[src/rtl/uc_pila.sv]
// uc_pila: stack-aware control unit for the single-cycle processor.
// Decodes opcode/zero flag into datapath selects and enables, and
// implements JAL/RET through an internal return-address stack.
//
// Optional feature macro: UC_STACK_CHECK_EN
//   defined   : overflow/underflow detection with RUN/FAULT state machine
//   undefined : no FAULT state, stack pointer wraps modulo DEPTH
//
// Parameters:
//   PC_W  - width of PC / return addresses
//   DEPTH - return-stack entries (>=2; power of two without the checker)
// Ports:
//   clk, reset_n        - clock, asynchronous active-low reset
//   opcode, z           - instruction opcode, registered zero flag
//   pc_plus1            - next sequential PC, pushed by JAL
//   s_inc, s_inm        - PC-increment select, immediate write-back select
//   we3, wez            - register-file / zero-flag write enables
//   op_alu              - ALU operation (opcode[4:2])
//   s_ret, ret_addr     - return select and top-of-stack address
//   pc_en               - PC load enable
//   fault               - processor frozen on stack error
module uc_pila #(
  parameter int PC_W  = 10,
  parameter int DEPTH = 8
) (
  input  logic            clk,
  input  logic            reset_n,
  input  logic [5:0]      opcode,
  input  logic            z,
  input  logic [PC_W-1:0] pc_plus1,
  output logic            s_inc,
  output logic            s_inm,
  output logic            we3,
  output logic            wez,
  output logic [2:0]      op_alu,
  output logic            s_ret,
  output logic [PC_W-1:0] ret_addr,
  output logic            pc_en,
  output logic            fault
);

`ifdef UC_STACK_CHECK_EN
  localparam int SP_W = $clog2(DEPTH + 1);
`else
  localparam int SP_W = $clog2(DEPTH);
`endif
  localparam int IDX_W = $clog2(DEPTH);

  logic [PC_W-1:0]  stack [DEPTH];
  logic [SP_W-1:0]  sp;
  logic [IDX_W-1:0] wr_idx;
  logic [IDX_W-1:0] rd_idx;

  logic [3:0] ctrl;      // {s_inc, s_inm, we3, wez} before gating
  logic       is_jal;
  logic       is_ret;
  logic       run;       // instruction is allowed to take effect this cycle
  logic       push;
  logic       pop;

  // Opcode decode
  always_comb begin
    ctrl   = 4'b1000;
    is_jal = 1'b0;
    is_ret = 1'b0;
    casez (opcode)
      6'b0?????: ctrl = 4'b1011;
      6'b1000??: ctrl = 4'b1110;
      6'b100100: ctrl = z ? 4'b0000 : 4'b1000;
      6'b100101: ctrl = z ? 4'b1000 : 4'b0000;
      6'b100110: ctrl = 4'b0000;
      6'b100111: begin
        ctrl   = 4'b0000;
        is_jal = 1'b1;
      end
      6'b101000: begin
        ctrl   = 4'b1000;
        is_ret = 1'b1;
      end
      default:   ctrl = 4'b1000;
    endcase
  end

`ifdef UC_STACK_CHECK_EN
  typedef enum logic {RUN, FAULT} state_t;
  state_t state, state_nxt;
  logic   full, empty, err;

  assign full   = (sp == SP_W'(DEPTH));
  assign empty  = (sp == '0);
  assign err    = (is_jal && full) || (is_ret && empty);
  assign run    = reset_n && (state == RUN) && !err;
  assign fault  = (state == FAULT);
  assign wr_idx = IDX_W'(sp);
  // sp=0 has no readable entry; steer the read to a legal index
  assign rd_idx = (sp == '0) ? '0 : IDX_W'(sp - SP_W'(1));

  always_ff @(posedge clk or negedge reset_n) begin
    if (!reset_n) state <= RUN;
    else          state <= state_nxt;
  end

  always_comb begin
    state_nxt = state;
    if (state == RUN && err) state_nxt = FAULT;
  end
`else
  assign run    = reset_n;
  assign fault  = 1'b0;
  assign wr_idx = sp;
  assign rd_idx = sp - IDX_W'(1);   // wraps to DEPTH-1 on empty
`endif

  assign push = run && is_jal;
  assign pop  = run && is_ret;

  assign s_inc    = ctrl[3];
  assign s_inm    = ctrl[2];
  assign we3      = ctrl[1] && run;
  assign wez      = ctrl[0] && run;
  assign op_alu   = opcode[4:2];
  assign s_ret    = is_ret && run;
  assign pc_en    = run;
  assign ret_addr = stack[rd_idx];

  always_ff @(posedge clk or negedge reset_n) begin
    if (!reset_n)  sp <= '0;
    else if (push) sp <= sp + SP_W'(1);
    else if (pop)  sp <= sp - SP_W'(1);
  end

  // Stack contents are intentionally not reset
  always_ff @(posedge clk) begin
    if (push) stack[wr_idx] <= pc_plus1;
  end

endmodule

[config.mk]
export PLATFORM = sky130hd
export DESIGN_NAME = uc_pila
export DESIGN_NICKNAME = d
export VERILOG_FILES = /design/src/rtl/uc_pila.sv
export SDC_FILE = /design/constraint.sdc
export NUM_CORES = 1
export LEC_CHECK = 0
export CORE_MARGIN = 2
export CORE_UTILIZATION = 42
export DETAILED_ROUTE_END_ITERATION = 10
export HOLD_SLACK_MARGIN = 0.1
export SLEW_MARGIN = 20
export SYNTH_ARGS = -nofsm -noshare
export SYNTH_HDL_FRONTEND = slang
export SYNTH_SLANG_ARGS = --single-unit
[constraint.sdc]
create_clock -name clk -period 3 [get_ports clk]
set_clock_uncertainty 0.2 [all_clocks]
set_input_delay 0.6 -clock clk [delete_from_list [all_inputs] [get_ports clk]]
set_output_delay 0.6 -clock clk [all_outputs]
set_load 0.05 [all_outputs]
==> impl_results.rst <==
.. list-table::
   :header-rows: 1

   * - Metric
     - Value
   * - Number of CTS-inserted buffers
     - 9
   * - Mean routed wirelength per cell
     - a little under 20 um
   * - Cell count after placement
     - roughly 300
   * - Crit end category
     - output port
   * - Met3 global-route usage
     - 0.0457
   * - Timing startpoint of the critical path
     - sp[1]$_DFFE_PN0P_
   * - Maximum count of clock buffers along a single path
     - 2
   * - Largest net degree at the start of global routing
     - 22
   * - Critical path depth
     - 6
   * - Final worst-path cycle share
     - 0.963
   * - Pwr dens
     - a little under 1000 nW/um^2
   * - Number of max-capacitance violations reported
     - 0
   * - GR met2 Demand/Resource
     - 0.264
   * - DRT antenna net count
     - 0
   * - DRC marker count from the first detailed-route iteration
     - 112
   * - Cell at the slowest stage of the critical path
     - dfrtp_2
   * - Met1 Track Usage GR
     - 0.200
   * - Overflow left after global routing
     - 0
   * - Final weighted congestion in routability-driven placement
     - around 0.8
   * - Sequential group share of total power
     - 0.315
   * - Max Fanout on Critical Path
     - 10
   * - Syn Std Cell Area
     - ~3400 um^2
   * - WP data arrival
     - approximately 2.1 ns
   * - Detailed Place HPWL
     - just over 4000 um
   * - Final setup fails
     - 0
   * - Die Height
     - roughly 94 um
   * - Number of nets in the final layout
     - around 250
   * - Required time of the worst setup path
     - approximately 2.2 ns
   * - Net Switching
     - roughly 1.5 mW
   * - P_int
     - approximately 2.6 mW
   * - Diodes inserted
     - 0
   * - Peak per-stage delay on the critical path
     - between 0.3 and 0.4 ns
   * - Post-Syn Nets
     - roughly 180
   * - Critical path destination
     - ret_addr[6]
   * - Routed via count
     - roughly 1,700
   * - Kind of path behind the tightest hold check
     - flip-flop to flip-flop
   * - Critical register-to-register path startpoint
     - sp[0]$_DFFE_PN0P_
   * - Gr busiest metal
     - met2
   * - Type of element launching the critical path
     - flip-flop
   * - Drt drc
     - 0
   * - Clock tree from TritonCTS
     - built
   * - Largest cells by area after synthesis
     - edfxtp_1, mux4_2, mux4_1, mux2_2, dfrtp_1
   * - Num rows
     - 32
   * - Worst-Skew Late Latency
     - 0.33 ns
   * - Number of H-tree levels
     - 3
   * - Signed area change from the synthesized netlist to the final layout
     - 26.7%
   * - Average footprint of a synthesized cell
     - ~21 um^2
   * - Max-slew violation count
     - 0
   * - Most used cells in the layout excluding fill and tap cells
     - edfxtp_1, buf_4, clkdlybuf4s50_1, mux4_2, mux2_2
   * - Achievable clock frequency
     - 346 MHz
   * - Routed wire length
     - 6430 um
   * - Type of the setup path with the least slack
     - flip-flop to output port
   * - Warning count from the yosys run
     - 0
   * - Drt via density
     - 5.26
   * - Count of unique library cells instantiated by Yosys
     - 30
   * - Post-route non-filler standard cell count
     - about 330
   * - RSZ-0062 raised after global routing
     - false
   * - Sink Count
     - a little over 80
   * - Minimum clock period
     - 2.89 ns
   * - Initial antenna violation count
     - 0
   * - Result of the run
     - finished clean
   * - Die Width
     - ~94 um
   * - Overall fraction of global-route tracks in use
     - 0.160
   * - Combinational power share
     - 0.509
   * - Number of I/O port buffers
     - 37
   * - Number of buffers added to fix hold violations after cts
     - 0
   * - Accumulated negative setup slack
     - 0 ns
   * - Number of global-route vias before repair
     - between 1,500 and 2,000
   * - Root Buffer
     - clkbuf_8
   * - Mapped Cells
     - about 160
   * - Global-route wire length before repair
     - 9980 um
   * - Register bit count reported by yosys
     - between 80 and 90
   * - Leakage power figure
     - about 1.5 nW
   * - Worst reg2reg endpoint
     - stack[0][8]$_DFFE_PP_
   * - DIE AREA
     - approximately 8800 um^2
   * - 1st-pass router iterations
     - 4
   * - Fin. Hold Viols
     - 0
   * - Ports
     - 39
   * - Commonest non-fill, non-tap cell in the layout
     - edfxtp_1
   * - Bufs and invs on worst path
     - 3
   * - Family with the most delay on the worst path
     - multiplexers
   * - Yosys top cell by area
     - edfxtp_1
   * - Initial cell density of the core
     - 0.437
   * - Post-synthesis sequential area ratio
     - 0.729
   * - Switching share of power
     - 0.368
   * - Share of layout cells above drive strength 1
     - 0.402
   * - Clock-pin slew on the worst setup and hold paths
     - roughly 0.07 ns
   * - Register-to-register setup slack
     - around 1.2 ns
   * - Clock share of power
     - 0.176
   * - Area of the core
     - slightly below 8000 um^2
   * - Area share of the largest cell type after synthesis
     - 0.707
   * - Worst-path cell chain
     - inv_2 -> ha_4 -> bufbuf_16 -> mux4_2 -> mux2_2 -> buf_4
   * - Worst Reg-to-Reg Cells
     - 4
   * - Worst vdd ir
     - 0.378 mV
## per-stage QoR
| stage | power (mW) | hold slack [ns] | cell area [um^2] | utilization | setup WS (ns) |
|---|---|---|---|---|---|
| final | 4.18 | 0.533 | 4300 | 0.554 | 0.110 |
| after global routing | 4.37 | 0.540 | 4300 | 0.554 | 0.0208 |
| after CTS | 4.17 | 0.477 | 4280 | 0.551 | 0.0508 |
| after detailed placement | 3.26 | 0.459 | 4020 | 0.517 | 0.215 |
| after global placement | 3.25 | 0.431 | 4020 | 0.517 | 0.241 |
| after floorplan | 2.77 | 0.104 | 3400 | - | 0.147 |
## state kept, by name, summed over array words and instances (netlist names)
name,cells
sp,3
stack,80
## routing by layer
metal / share of wire / wire [um]
met5: 0 / 0
met4: 0.012 / 76
met3: 0.037 / 236
met2: 0.53 / 3410
met1: 0.42 / 2710
## worst min-delay path by stage
stage                           start           endpoint  cells past startpoint
CTS                 sp[2]$_DFFE_PN0P_  sp[2]$_DFFE_PN0P_                      1
detailed placement  sp[2]$_DFFE_PN0P_  sp[2]$_DFFE_PN0P_                      1
global placement    sp[2]$_DFFE_PN0P_  sp[2]$_DFFE_PN0P_                      1
finish              sp[2]$_DFFE_PN0P_  sp[2]$_DFFE_PN0P_                      1
floorplan                     reset_n  sp[0]$_DFFE_PN0P_                      0
global route        sp[2]$_DFFE_PN0P_  sp[2]$_DFFE_PN0P_                      1
## final cells by class
type / instances / area, um^2
Clock inverter: 6 / 56.3
Fill cell: 619 / 3460
Timing Repair Buffer: 63 / 661
Clock buffer: 10 / 128
Inverter: 3 / 11.3
Sequential cell: 83 / 2480
Tap cell: 102 / 128
Multi-Input combinational cell: 64 / 841
## power by group through the flow
stage / registers, mW / clock network, mW / logic, mW
CTS: 1.31 / 0.760 / 2.10
floorplan: 1.33 / 0 / 1.44
detailed placement: 1.36 / 0 / 1.90
finish: 1.31 / 0.736 / 2.13
global route: 1.31 / 0.806 / 2.25
global placement: 1.35 / 0 / 1.89
## kinds of logic (layout without fill, tap and decap cells)
group	Yosys count	after routing	synth area share
buffers and inverters	14	82	0.0306
other	1	1	0.00110
XOR/XNOR	4	4	0.0125
AO/OA/AOI/OAI	5	5	0.00958
adder cells (fa/ha/maj)	2	2	0.00736
AND/OR/NAND/NOR	21	21	0.0353
multiplexers	31	31	0.175
flip-flops	83	83	0.729
## cell usage after synthesis
cell,number
nand2_1,3
xor2_1,1
ha_1,2
o21ai_0,2
nand4_1,1
buf_4,5
nand4bb_1,1
nand2b_1,2
a21o_1,1
mux4_2,15
nor4_1,1
inv_1,3
clkbuf_1,2
dfrtp_1,3
xnor2_1,2
a22oi_1,1
nor2_1,4
buf_12,1
mux4_1,5
o21a_1,1
buf_2,1
conb_1,1
and4_1,1
edfxtp_1,80
nor3_1,6
and4bb_2,1
nor2b_1,1
buf_6,2
mux2_2,11
xor2_2,1
## repair_timing
item / CTS / global route
endpoints found under the setup margin: 10 / 4
resized for setup: 4 / 1
buffers inserted: 4 / 0
gates cloned: 1 / 1
pin swaps: 0 / 0
Note: power is estimated with default switching activity, not from simulation.
